File: src/rtl/parking_pkg.sv
// Shared defaults, gate state encoding and count type for the parking occupancy counter.
package parking_pkg;

    localparam int unsigned CAPACITY_DEF = 8;
    localparam int unsigned WIDTH_DEF    = 4;
    localparam int unsigned TIMEOUT_DEF  = 16;
    localparam int unsigned DEBOUNCE_DEF = 4;

    typedef enum logic [1:0] {
        IDLE    = 2'd0,
        OPEN    = 2'd1,
        PASSING = 2'd2
    } gate_state_e;

    typedef logic [WIDTH_DEF-1:0] count_t;

endpackage

File: src/rtl/parking_occupancy_counter_gate_fsm.sv
// One barrier gate: open on permitted request, close after a full beam pass or a timeout.
// Optional beam stability filter enabled by SENSOR_DEBOUNCE_EN.
module gate_fsm
    import parking_pkg::*;
#(
    parameter int unsigned TIMEOUT = TIMEOUT_DEF
`ifdef SENSOR_DEBOUNCE_EN
    ,
    parameter int unsigned DEBOUNCE = DEBOUNCE_DEF
`endif
) (
    input  logic clk,
    input  logic reset,
    input  logic request,
    input  logic beam,
    input  logic permit,
    output logic gate,
    output logic done,
    output logic denied
);

    localparam int unsigned TW = $clog2(TIMEOUT + 1);

    gate_state_e   state_q, state_d;
    logic [TW-1:0] timer_q, timer_d;
    logic          beam_q;
    logic          beam_s;
    logic          beam_prev_q;
    logic          req_prev_q;
    logic          gate_q, gate_d;
    logic          denied_q, denied_d;

`ifdef SENSOR_DEBOUNCE_EN
    localparam int unsigned DW = $clog2(DEBOUNCE + 1);

    logic [DW-1:0] stab_q, stab_d;
    logic          filt_q, filt_d;

    // Filtered beam follows the raw sample only after DEBOUNCE consecutive differing samples.
    always_comb begin
        stab_d = '0;
        filt_d = filt_q;
        if (beam_q != filt_q) begin
            if (stab_q == DW'(DEBOUNCE - 1)) begin
                filt_d = beam_q;
            end else begin
                stab_d = stab_q + 1'b1;
            end
        end
    end

    always_ff @(posedge clk or posedge reset) begin
        if (reset) begin
            stab_q <= '0;
            filt_q <= 1'b0;
        end else begin
            stab_q <= stab_d;
            filt_q <= filt_d;
        end
    end

    assign beam_s = filt_q;
`else
    assign beam_s = beam_q;
`endif

    // Next state; done is combinational so the counter sees it on the following edge.
    always_comb begin
        state_d = state_q;
        timer_d = '0;
        done    = 1'b0;
        case (state_q)
            IDLE: begin
                if (request && permit) state_d = OPEN;
            end
            OPEN: begin
                if (beam_s) begin
                    state_d = PASSING;
                end else if (timer_q == TW'(TIMEOUT - 1)) begin
                    state_d = IDLE;
                end else begin
                    timer_d = timer_q + 1'b1;
                end
            end
            PASSING: begin
                if (beam_prev_q && !beam_s) begin
                    state_d = IDLE;
                    done    = 1'b1;
                end
            end
            default: state_d = IDLE;
        endcase
        gate_d   = (state_d != IDLE);
        denied_d = (state_q == IDLE) && request && !req_prev_q && !permit;
    end

    always_ff @(posedge clk or posedge reset) begin
        if (reset) begin
            state_q     <= IDLE;
            timer_q     <= '0;
            beam_q      <= 1'b0;
            beam_prev_q <= 1'b0;
            req_prev_q  <= 1'b0;
            gate_q      <= 1'b0;
            denied_q    <= 1'b0;
        end else begin
            state_q     <= state_d;
            timer_q     <= timer_d;
            beam_q      <= beam;
            beam_prev_q <= beam_s;
            req_prev_q  <= request;
            gate_q      <= gate_d;
            denied_q    <= denied_d;
        end
    end

    assign gate   = gate_q;
    assign denied = denied_q;

endmodule

File: src/rtl/parking_occupancy_counter.sv
// Parking lot occupancy: two gate FSMs feeding a saturating up/down car counter.
// Build option SENSOR_DEBOUNCE_EN adds a beam stability filter inside each gate.
module parking_occupancy_counter
    import parking_pkg::*;
#(
    parameter int unsigned CAPACITY = CAPACITY_DEF,
    parameter int unsigned WIDTH    = WIDTH_DEF,
`ifdef SENSOR_DEBOUNCE_EN
    parameter int unsigned DEBOUNCE = DEBOUNCE_DEF,
`endif
    parameter int unsigned TIMEOUT  = TIMEOUT_DEF
) (
    input  logic             clk,
    input  logic             reset,
    input  logic             entry_request,
    input  logic             entry_beam,
    input  logic             exit_request,
    input  logic             exit_beam,
    output logic             entry_gate,
    output logic             exit_gate,
    output logic             entry_denied,
    output logic [WIDTH-1:0] parked,
    output logic             full,
    output logic             lot_empty
);

    logic [WIDTH-1:0] parked_q, parked_d;
    logic             full_q, empty_q;
    logic             entry_permit, exit_permit;
    logic             entry_done, exit_done;
    logic             exit_denied_unused;

    assign entry_permit = (parked_q != WIDTH'(CAPACITY));
    assign exit_permit  = (parked_q != '0);

    gate_fsm #(
        .TIMEOUT (TIMEOUT)
`ifdef SENSOR_DEBOUNCE_EN
        , .DEBOUNCE(DEBOUNCE)
`endif
    ) u_entry (
        .clk    (clk),
        .reset  (reset),
        .request(entry_request),
        .beam   (entry_beam),
        .permit (entry_permit),
        .gate   (entry_gate),
        .done   (entry_done),
        .denied (entry_denied)
    );

    gate_fsm #(
        .TIMEOUT (TIMEOUT)
`ifdef SENSOR_DEBOUNCE_EN
        , .DEBOUNCE(DEBOUNCE)
`endif
    ) u_exit (
        .clk    (clk),
        .reset  (reset),
        .request(exit_request),
        .beam   (exit_beam),
        .permit (exit_permit),
        .gate   (exit_gate),
        .done   (exit_done),
        .denied (exit_denied_unused)
    );

    // Simultaneous entry and exit cancel; saturate at both ends.
    always_comb begin
        parked_d = parked_q;
        case ({entry_done, exit_done})
            2'b10: if (parked_q != WIDTH'(CAPACITY)) parked_d = parked_q + 1'b1;
            2'b01: if (parked_q != '0) parked_d = parked_q - 1'b1;
            default: parked_d = parked_q;
        endcase
    end

    always_ff @(posedge clk or posedge reset) begin
        if (reset) begin
            parked_q <= '0;
            full_q   <= 1'b0;
            empty_q  <= 1'b1;
        end else begin
            parked_q <= parked_d;
            full_q   <= (parked_d == WIDTH'(CAPACITY));
            empty_q  <= (parked_d == '0);
        end
    end

    assign parked    = parked_q;
    assign full      = full_q;
    assign lot_empty = empty_q;

endmodule

File: config.mk
export PLATFORM = sky130hd
export DESIGN_NAME = parking_occupancy_counter
export DESIGN_NICKNAME = d
export VERILOG_FILES = /design/src/rtl/parking_pkg.sv /design/src/rtl/parking_occupancy_counter_gate_fsm.sv /design/src/rtl/parking_occupancy_counter.sv
export SDC_FILE = /design/constraint.sdc
export NUM_CORES = 1
export LEC_CHECK = 0
export BUFFER_PORTS_ARGS = -buffer_cell sky130_fd_sc_hd__buf_2
export CORE_ASPECT_RATIO = 0.75
export CORE_MARGIN = 10
export CORE_UTILIZATION = 39
export DETAILED_ROUTE_END_ITERATION = 10
export SYNTH_ARGS = -nofsm -noshare
export SYNTH_HDL_FRONTEND = slang
export SYNTH_HIERARCHICAL = 1
export SYNTH_SLANG_ARGS = --single-unit
File: constraint.sdc
create_clock -name clk -period 5.4 [get_ports clk]
set_input_delay 0.54 -clock clk [delete_from_list [all_inputs] [get_ports clk]]
set_output_delay 0.54 -clock clk [all_outputs]
set_load 0.03 [all_outputs]
* Yosys cells after proc, flatten, opt, wreduce, memory -nomap -nowiden
Cells that the tools add are included.
** Storage, ports and cells
- Register bits :: 28
- Bits of input ports :: 6
** Operators by class
- Add/sub/neg operators :: 4
- Equal/unequal tests :: 10
- Multiplexer cells :: 23
- Reduce and logical (&&, ||, !) cells :: 17
** Operators by type and width (number)
- 5-bit two-way mux :: 6
- 2-bit two-way mux :: 8
- 2-bit one-hot mux with 3 select lines :: 2
- 5-bit by 1-bit adder with 5-bit output (second input constant) :: 2
- 5-bit by 4-bit equality test with 1-bit output (second input constant) :: 2
- 4-bit two-way mux :: 2
- 4-bit one-hot mux with 2 select lines :: 1
- 1-bit logical AND :: 7
- 2-bit by 1-bit equality test with 1-bit output (second input constant) :: 3
- 2-bit equality test (second input constant) :: 3
- 4-bit by 1-bit adder with 4-bit output (second input constant) :: 1
- 4-bit equality test (second input constant) :: 1
- 1-bit logical NOT :: 4
- 2-bit logical NOT :: 2
- 4-bit logical NOT :: 1
- 1-bit two-way mux :: 4
- 4-bit != test (second input constant) :: 1
- 2-bit nonzero test :: 2
- 4-bit nonzero test :: 1
- 4-bit by 1-bit subtractor with 4-bit output (second input constant) :: 1

* Logic depth before layout (Yosys ltp)
Gate-level depths: netlist of the first run.
- Word-level depth :: 7
- Depth in mapped cells :: 10
- Mapped depth without buffers :: 9

* Hierarchy
Netlist of the first run, hierarchy kept.
** By module, submodules not included
- gate_fsm :: times used 2, cells each 37, area each 464.2 sq um
- parking_occupancy_counter :: times used 1, cells each 57, area each 491.7 sq um

* Worst setup path after synthesis of the first run
OpenSTA, ideal clock, no wires.
- Path type :: flip-flop to flip-flop
- Start :: register u_entry.state_q[0]
- End :: register empty_q (netlist: lot_empty)
- Library setup time :: 0.061 ns
- Arrival :: 2.039 ns
- Setup slack :: 3.300 ns
- Cell stages (with the launch flop) :: 11
- Clock period less this slack :: 2.100 ns
- Cell sequence :: dfrtp_1 > nand2b_2 > nor3b_1 > inv_1 > ha_1 > buf_2 > nor2_1 > a22oi_1 > o221a_2 > nor3_2 > and2_1
** Between the ends
- Longest elaborated chain between the ends :: 5
** RTL lines
- start: declaration :: line parking_occupancy_counter_gate_fsm.sv:24 : gate_state_e state_q, state_d;
- start signal: assignment :: line parking_occupancy_counter_gate_fsm.sv:107 : state_q <= state_d;
- 2-bit equality test (*) :: line parking_occupancy_counter_gate_fsm.sv:72 : case (state_q)
- 1-bit two-way mux (*) :: line parking_occupancy_counter_gate_fsm.sv:72
- net entry_done :: line parking_occupancy_counter.sv:30 : logic entry_done, exit_done;
- 2-bit by 1-bit equality test with 1-bit output or 2-bit equality test (tied branches) :: line parking_occupancy_counter.sv:71 : case ({entry_done, exit_done})
- 4-bit one-hot mux with 2 select lines (*) :: line parking_occupancy_counter.sv:71
- net parked_d[0] :: line parking_occupancy_counter.sv:27 : logic [WIDTH-1:0] parked_q, parked_d;
- 4-bit logical NOT (*) :: line parking_occupancy_counter.sv:86 : empty_q <= (parked_d == '0);
- end signal: assignment :: line parking_occupancy_counter.sv:86
- end: declaration :: line parking_occupancy_counter.sv:28 : logic full_q, empty_q;
The timed path passes the listed nets; every way through them passes the cells marked *.

* Final worst setup path of the first run
Ends and elaborated chain as after synthesis.

==> summary.md, run 1 <==
| Metric | Value |
|---|---|
| DP Wirelength | `1800 um` |
| GRT Residual Overflow | `0` |
| DR vias/cell | `5.07` |
| Max cap viols | `0` |
| Vias in the first global route | `879` |
| Final setup TNS | `0 ps` |
| Synth Instances | `127` |
| Chip Width | `88.2 um` |
| N_diodes | `0` |
| Post-route antenna net violation count | `0` |
| Post_cts resized | `0` |
| CP endpoint kind | `register` |
| Worst Reg2Reg Path Length in Cells | `9` |
| Cts bufs inserted | `3` |
| Placer Congestion | `0.820` |
| Internal | `0.323 mW` |
| Initial antenna violation count | `0` |
| Critical path class | `reg2reg` |
| Critical path launch point type | `register` |
| Max-slew violation count | `0` |
| DRT Pass-1 Iters | `4` |
| Largest net degree at the start of global routing | `16` |
| Hold Buf Count CTS | `0` |
| Via count | `923` |
| R2r setup slk | `3160 ps` |
| Req. time, crit path | `5620 ps` |
| IO buf count | `14` |
| Nets | `155` |
| Clock transition at the registers of the reported paths | `90 ps` |
| Clock skew | `4.27 ps` |
| Sw power | `0.124 mW` |
| Max clock buf depth | `2` |
| Final setup fails | `0` |
| Syn Nets | `139` |
| Hold Violations, Final | `0` |
| Latest clock arrival within the worst-skew pair | `270 ps` |
| Combinational Power Share | `17.8%` |
| Ratio of cells with drive above 1 in the final layout | `23.9%` |
| Max transition margin | `70.3%` |
| Total power | `0.447 mW` |
| GRT Total Usage | `7.83%` |
| Hold Crit Class | `in2async` |
| Non-Filler Instances | `182` |
| Starting density of the core | `40.8%` |
| Root Buffer Master | `clkbuf_8` |
| Cell area after synthesis | `1360 um2` |
| H-Tree Depth | `1` |
| DP Cell Count | `178` |
| Synthesized area per cell | `10.7 um2` |
| Period utilization | `41.5%` |
| Die Area | `6280 um2` |
| DRC viols | `0` |
| Fmax | `0.446 GHz` |
| Clk sinks | `28` |
| Status | `completed` |
| Final WL | `2290 um` |
| Std cell rows | `18` |
| Die height | `71.2 um` |
| Area of the core | `3330 um2` |
| Synthesis warning total | `6` |
| Ports | `15` |
| DR iter-0 viols | `92` |
| CP arrival | `2460 ps` |
| RSZ-0062 raised after global routing | `false` |
| Util after Layout | `45.5%` |
| First-pass GRT wire length | `4000 um` |
| WL per Instance | `12.6 um` |
| PwrDens | `295 nW/um2` |
| Post-CTS Setup Inserts | `0` |
| Peak supply drop | `0.133 mV` |
| Area grow syn2layout | `11.4%` |
| Crit-path max FO | `10` |
| Reg2reg end | `lot_empty$_DFF_PP1_` |
| Clock power share | `28.0%` |
| Reg power frac | `54.2%` |
| Leak | `0.740 nW` |
| Min cycle time layout | `2240 ps` |
| CTS tree | `yes` |
| Switch share | `27.7%` |
| Slew @ Worst Pin | `445 ps` |
| R2R Path Start | `u_entry/state_q[0]$_DFF_PP0_` |
routing by layer:
metal / GRT usage [%] / up-vias / part of all wire (%)
met5: 0 / - / 0
met4: 1.07 / 0 / 0
met3: 3.89 / 0 / 7.8
met2: 11.3 / 22 / 42
met1: 10.4 / 438 / 50
li1: - / 463 / -
cell usage in the layout (no fill, tap or decap), drive strengths merged, types with 5 or more instances in the layout:
| master | instances |
|---|---|
| ha | 6 |
| nor3 | 5 |
| inv | 13 |
| buf | 14 |
| xor2 | 6 |
| nand3 | 7 |
| nand2 | 6 |
| o21ai | 6 |
| nor2 | 13 |
| nor3b | 5 |
| dfrtp | 27 |
power groups by stage:
| stage | Combinational (mW) | Sequential (mW) | Clock (mW) |
|---|---|---|---|
| floorplan | 0.0510 | 0.255 | 0 |
| global placement | 0.0775 | 0.245 | 0 |
| detailed placement | 0.0788 | 0.247 | 0 |
| CTS | 0.0794 | 0.243 | 0.132 |
| global route | 0.0907 | 0.246 | 0.139 |
| finish | 0.0794 | 0.242 | 0.125 |
how the worst max path moves through the flow:
stage / startpoint / end / slack (ps) / depth (start not counted)
2_1_floorplan: u_entry/state_q[0]$_DFF_PP0_ / lot_empty$_DFF_PP1_ / 3300 / 10
3_3_place_gp: u_entry/state_q[0]$_DFF_PP0_ / lot_empty$_DFF_PP1_ / 3230 / 9
3_5_place_dp: u_entry/state_q[0]$_DFF_PP0_ / lot_empty$_DFF_PP1_ / 3170 / 9
4_1_cts: u_entry/state_q[0]$_DFF_PP0_ / lot_empty$_DFF_PP1_ / 3150 / 9
5_1_grt: u_entry/state_q[0]$_DFF_PP0_ / lot_empty$_DFF_PP1_ / 2890 / 9
6_report: u_entry/state_q[0]$_DFF_PP0_ / lot_empty$_DFF_PP1_ / 3160 / 9
critical path, cell delays in order (launching register included):
cell      delay, ps
dfrtp_1         420
nand2b_2        200
nor3b_1         270
inv_1            70
ha_1            410
nor2_1          130
a22oi_1          90
o221a_2         310
nor3_2          170
and2_1          140
final cells by class:
class	count	area (um2)
timing repair buffer	14	70.1
inverter	13	48.8
tap	40	50.0
fill	307	1820
sequential	28	702
clock buffer	4	55.1
multi-input combinational	83	591
per-stage QoR:
step,hold WS (ps),setup WS (ps),area [um2]
after floorplan,330,3300,1360
final,193,3160,1520
after global routing,216,2890,1520
after detailed placement,388,3170,1460
after CTS,206,3150,1520
after global placement,395,3230,1460
registers in the layout, summed over array words and instances (netlist names):
name / flops
u_exit/beam_prev_q: 1
u_entry/timer_q: 5
u_entry/denied: 1
parked: 4
u_entry/gate: 1
u_exit/state_q: 2
u_entry/beam_prev_q: 1
full: 1
u_entry/beam_q: 1
u_exit/timer_q: 5
u_exit/beam_q: 1
u_entry/req_prev_q: 1
u_exit/gate: 1
lot_empty: 1
u_entry/state_q: 2
Note: power is estimated with default switching activity, not from simulation.
==> run 2: changes to the inputs <==
==> constraint.sdc (replaced) <==
create_clock -name clk -period 2.1 [get_ports clk]
set_input_delay 0.21 -clock clk [delete_from_list [all_inputs] [get_ports clk]]
set_output_delay 0.21 -clock clk [all_outputs]
set_load 0.03 [all_outputs]
==> summary.md, run 2 (synthesis gave the netlist of run 1 again) <==
| Metric | Value |
|---|---|
| Status | `completed` |
| Combinational Power Share | `22.1% (+4.3 points)` |
| Die Area | `6280 um2 (unchanged)` |
| Vias in the first global route | `964 (+9.7%)` |
| Crit-path max FO | `10 (unchanged)` |
| Clock transition at the registers of the reported paths | `100 ps (about the same)` |
| Clock skew | `11.2 ps (+6.94 ps)` |
| Critical path launch point type | `register` |
| First-pass GRT wire length | `4300 um (+7.6%)` |
| WP depth | `9 (unchanged)` |
| CTS tree | `yes` |
| Peak supply drop | `0.355 mV (+170%)` |
| Reg power frac | `50.2% (-4.0 points)` |
| Req. time, crit path | `2270 ps (-3350 ps)` |
| Nets | `163 (+5.2%)` |
| IO buf count | `14 (unchanged)` |
| Chip Width | `88.2 um (unchanged)` |
| Hold Crit Class | `in2reg` |
| Max-slew violation count | `0 (unchanged)` |
| Max transition margin | `69.1% (-1.1 points)` |
| GRT Residual Overflow | `0 (unchanged)` |
| N_diodes | `0 (unchanged)` |
| Largest net degree at the start of global routing | `16 (unchanged)` |
| DP Wirelength | `1940 um (+7.8%)` |
| Area grow syn2layout | `19.2%` |
| H-Tree Depth | `1 (unchanged)` |
| WL per Instance | `13.6 um (+8.2%)` |
| Hold Violations, Final | `0 (unchanged)` |
| PwrDens | `745 nW/um2 (+150%)` |
| Reg2reg end | `full$_DFF_PP0_` |
| Max clock buf depth | `2 (unchanged)` |
| Switch share | `28.3% (+0.58 points)` |
| Root Buffer Master | `clkbuf_8` |
| Internal | `0.867 mW (+170%)` |
| Hold Startpoint | `exit_beam` |
| Initial antenna violation count | `0 (unchanged)` |
| R2r setup slk | `100 ps (-3060 ps)` |
| DRT Pass-1 Iters | `4 (unchanged)` |
| Latest clock arrival within the worst-skew pair | `280 ps (about the same)` |
| Period utilization | `95.1% (+54 points)` |
| Most frequent cells in the layout | `27 x dfrtp_1, 14 x buf_2, 13 x inv_1, 10 x nor2_1, 7 x buf_4` |
| DRC viols | `0 (unchanged)` |
| Min cycle time layout | `2000 ps (-244 ps)` |
| Clock power share | `27.7% (-0.3 points)` |
| Cts bufs inserted | `3 (unchanged)` |
| Worst Reg2Reg Path Length in Cells | `9 (unchanged)` |
| Slowest stage delay, CP | `380 ps (-40 ps)` |
| Clk sinks | `28 (unchanged)` |
| Die height | `71.2 um (unchanged)` |
| Fmax | `0.501 GHz (+12%)` |
| DR vias/cell | `5.08 (+0.15%)` |
| Std cell rows | `18 (unchanged)` |
| Critical-path cell list | `nand2b_2, nor3b_2, inv_1, ha_4, nor2_1, a22oi_1, o221a_2, nor3_4, and2b_1` |
| CP arrival | `2160 ps (-300 ps)` |
| Total power | `1.21 mW (+170%)` |
| Final setup fails | `0 (unchanged)` |
| Sw power | `0.343 mW (+180%)` |
| FILL cells | `311 (+1.3%)` |
| Leak | `0.798 nW (+7.7%)` |
| DR iter-0 viols | `66 (-28%)` |
| Final setup TNS | `0 ps (unchanged)` |
| R2R Path Start | `u_entry/state_q[0]$_DFF_PP0_` |
| Placer Congestion | `0.845 (+3.1%)` |
| Worst Path Buf+Inv | `1 (unchanged)` |
| Util after Layout | `48.7% (+3.2 points)` |
| GRT Total Usage | `8.44% (+0.61 points)` |
| Slew @ Worst Pin | `462 ps (+17.0 ps)` |
| Largest delay share family, worst path | `simple AND/OR/NAND/NOR gates` |
| Area of the core | `3330 um2 (unchanged)` |
| Commonest non-fill, non-tap cell in the layout | `dfrtp_1` |
| Via count | `965 (+4.6%)` |
| Final WL | `2590 um (+13%)` |
| CP endpoint kind | `register` |
| Crit-path slowest cell | `dfrtp_1` |
| CP Capture Point | `full$_DFF_PP0_` |
| Max cap viols | `0 (unchanged)` |
| Starting density of the core | `40.8% (unchanged)` |
| Post-route antenna net violation count | `0 (unchanged)` |
| Critical path class | `reg2reg` |
| Ratio of cells with drive above 1 in the final layout | `30.7% (+6.7 points)` |
| Setup crit start | `u_entry/state_q[0]$_DFF_PP0_` |
| Ports | `15 (unchanged)` |
run 2: how the worst min path moves through the flow:
stage / endpoint / slack [ps] / depth (start not counted)
final: u_exit/beam_q$_DFF_PP0_ / 40 / 1
after global routing: u_exit/beam_q$_DFF_PP0_ / 20 / 1
after CTS: u_exit/beam_q$_DFF_PP0_ / 30 / 1
after detailed placement: parked[3]$_DFF_PP0_ / 170 / 2
after global placement: parked[3]$_DFF_PP0_ / 160 / 2
after floorplan: full$_DFF_PP0_ / 0.2 / 1
run 2: area by class of cell:
type                    count  area (um2)  area share, %
clock buffers               4        55.1           3.39
inverters                  13        48.8           3.01
repair buffers             22         133           8.17
flip-flops and latches     28         702           43.3
multi-input cells          83         634           39.1
well taps                  40        50.0           3.08
run 2: per-stage QoR:
stage               hold WS [ps]  cells  worst slack [ps]  area (um2)
floorplan                  0.233    127              56.2        1370
global route                21.3    190             -15.0        1620
global placement             156    184              48.0        1510
detailed placement           168    184             -61.0        1510
finish                      39.2    190               104        1620
CTS                         27.7    189              25.3        1580
run 2: routing by layer:
metal | routed length, um | track usage (%)
met5 | 0 | 0
met4 | 14 | 2.33
met3 | 170 | 3.55
met2 | 1250 | 13.3
met1 | 1150 | 10.3
run 2: timing repair:
action | CTS | global route
endpoints found under the hold margin | 27 | 0
setup endpoints to repair | 2 | 3
hold buffers | 1 | 0
pin swaps | 0 | 3
buffers inserted | 0 | 1
gates resized for setup | 2 | 7
run 2: worst reg2reg max path, delay by kind of cell (launching register included):
| kind | cells | cell delay [ps] |
|---|---|---|
| compound gates | 2 | 430 |
| fa+ha+maj | 1 | 320 |
| buf+inv | 1 | 100 |
| flops | 1 | 380 |
| simple gates | 5 | 660 |
run 2: power groups by stage:
stage	clock network (mW)	registers (mW)	logic, mW
floorplan	0	0.656	0.134
global route	0.366	0.614	0.296
global placement	0	0.617	0.249
detailed placement	0	0.618	0.254
CTS	0.350	0.607	0.259
finish	0.335	0.607	0.267
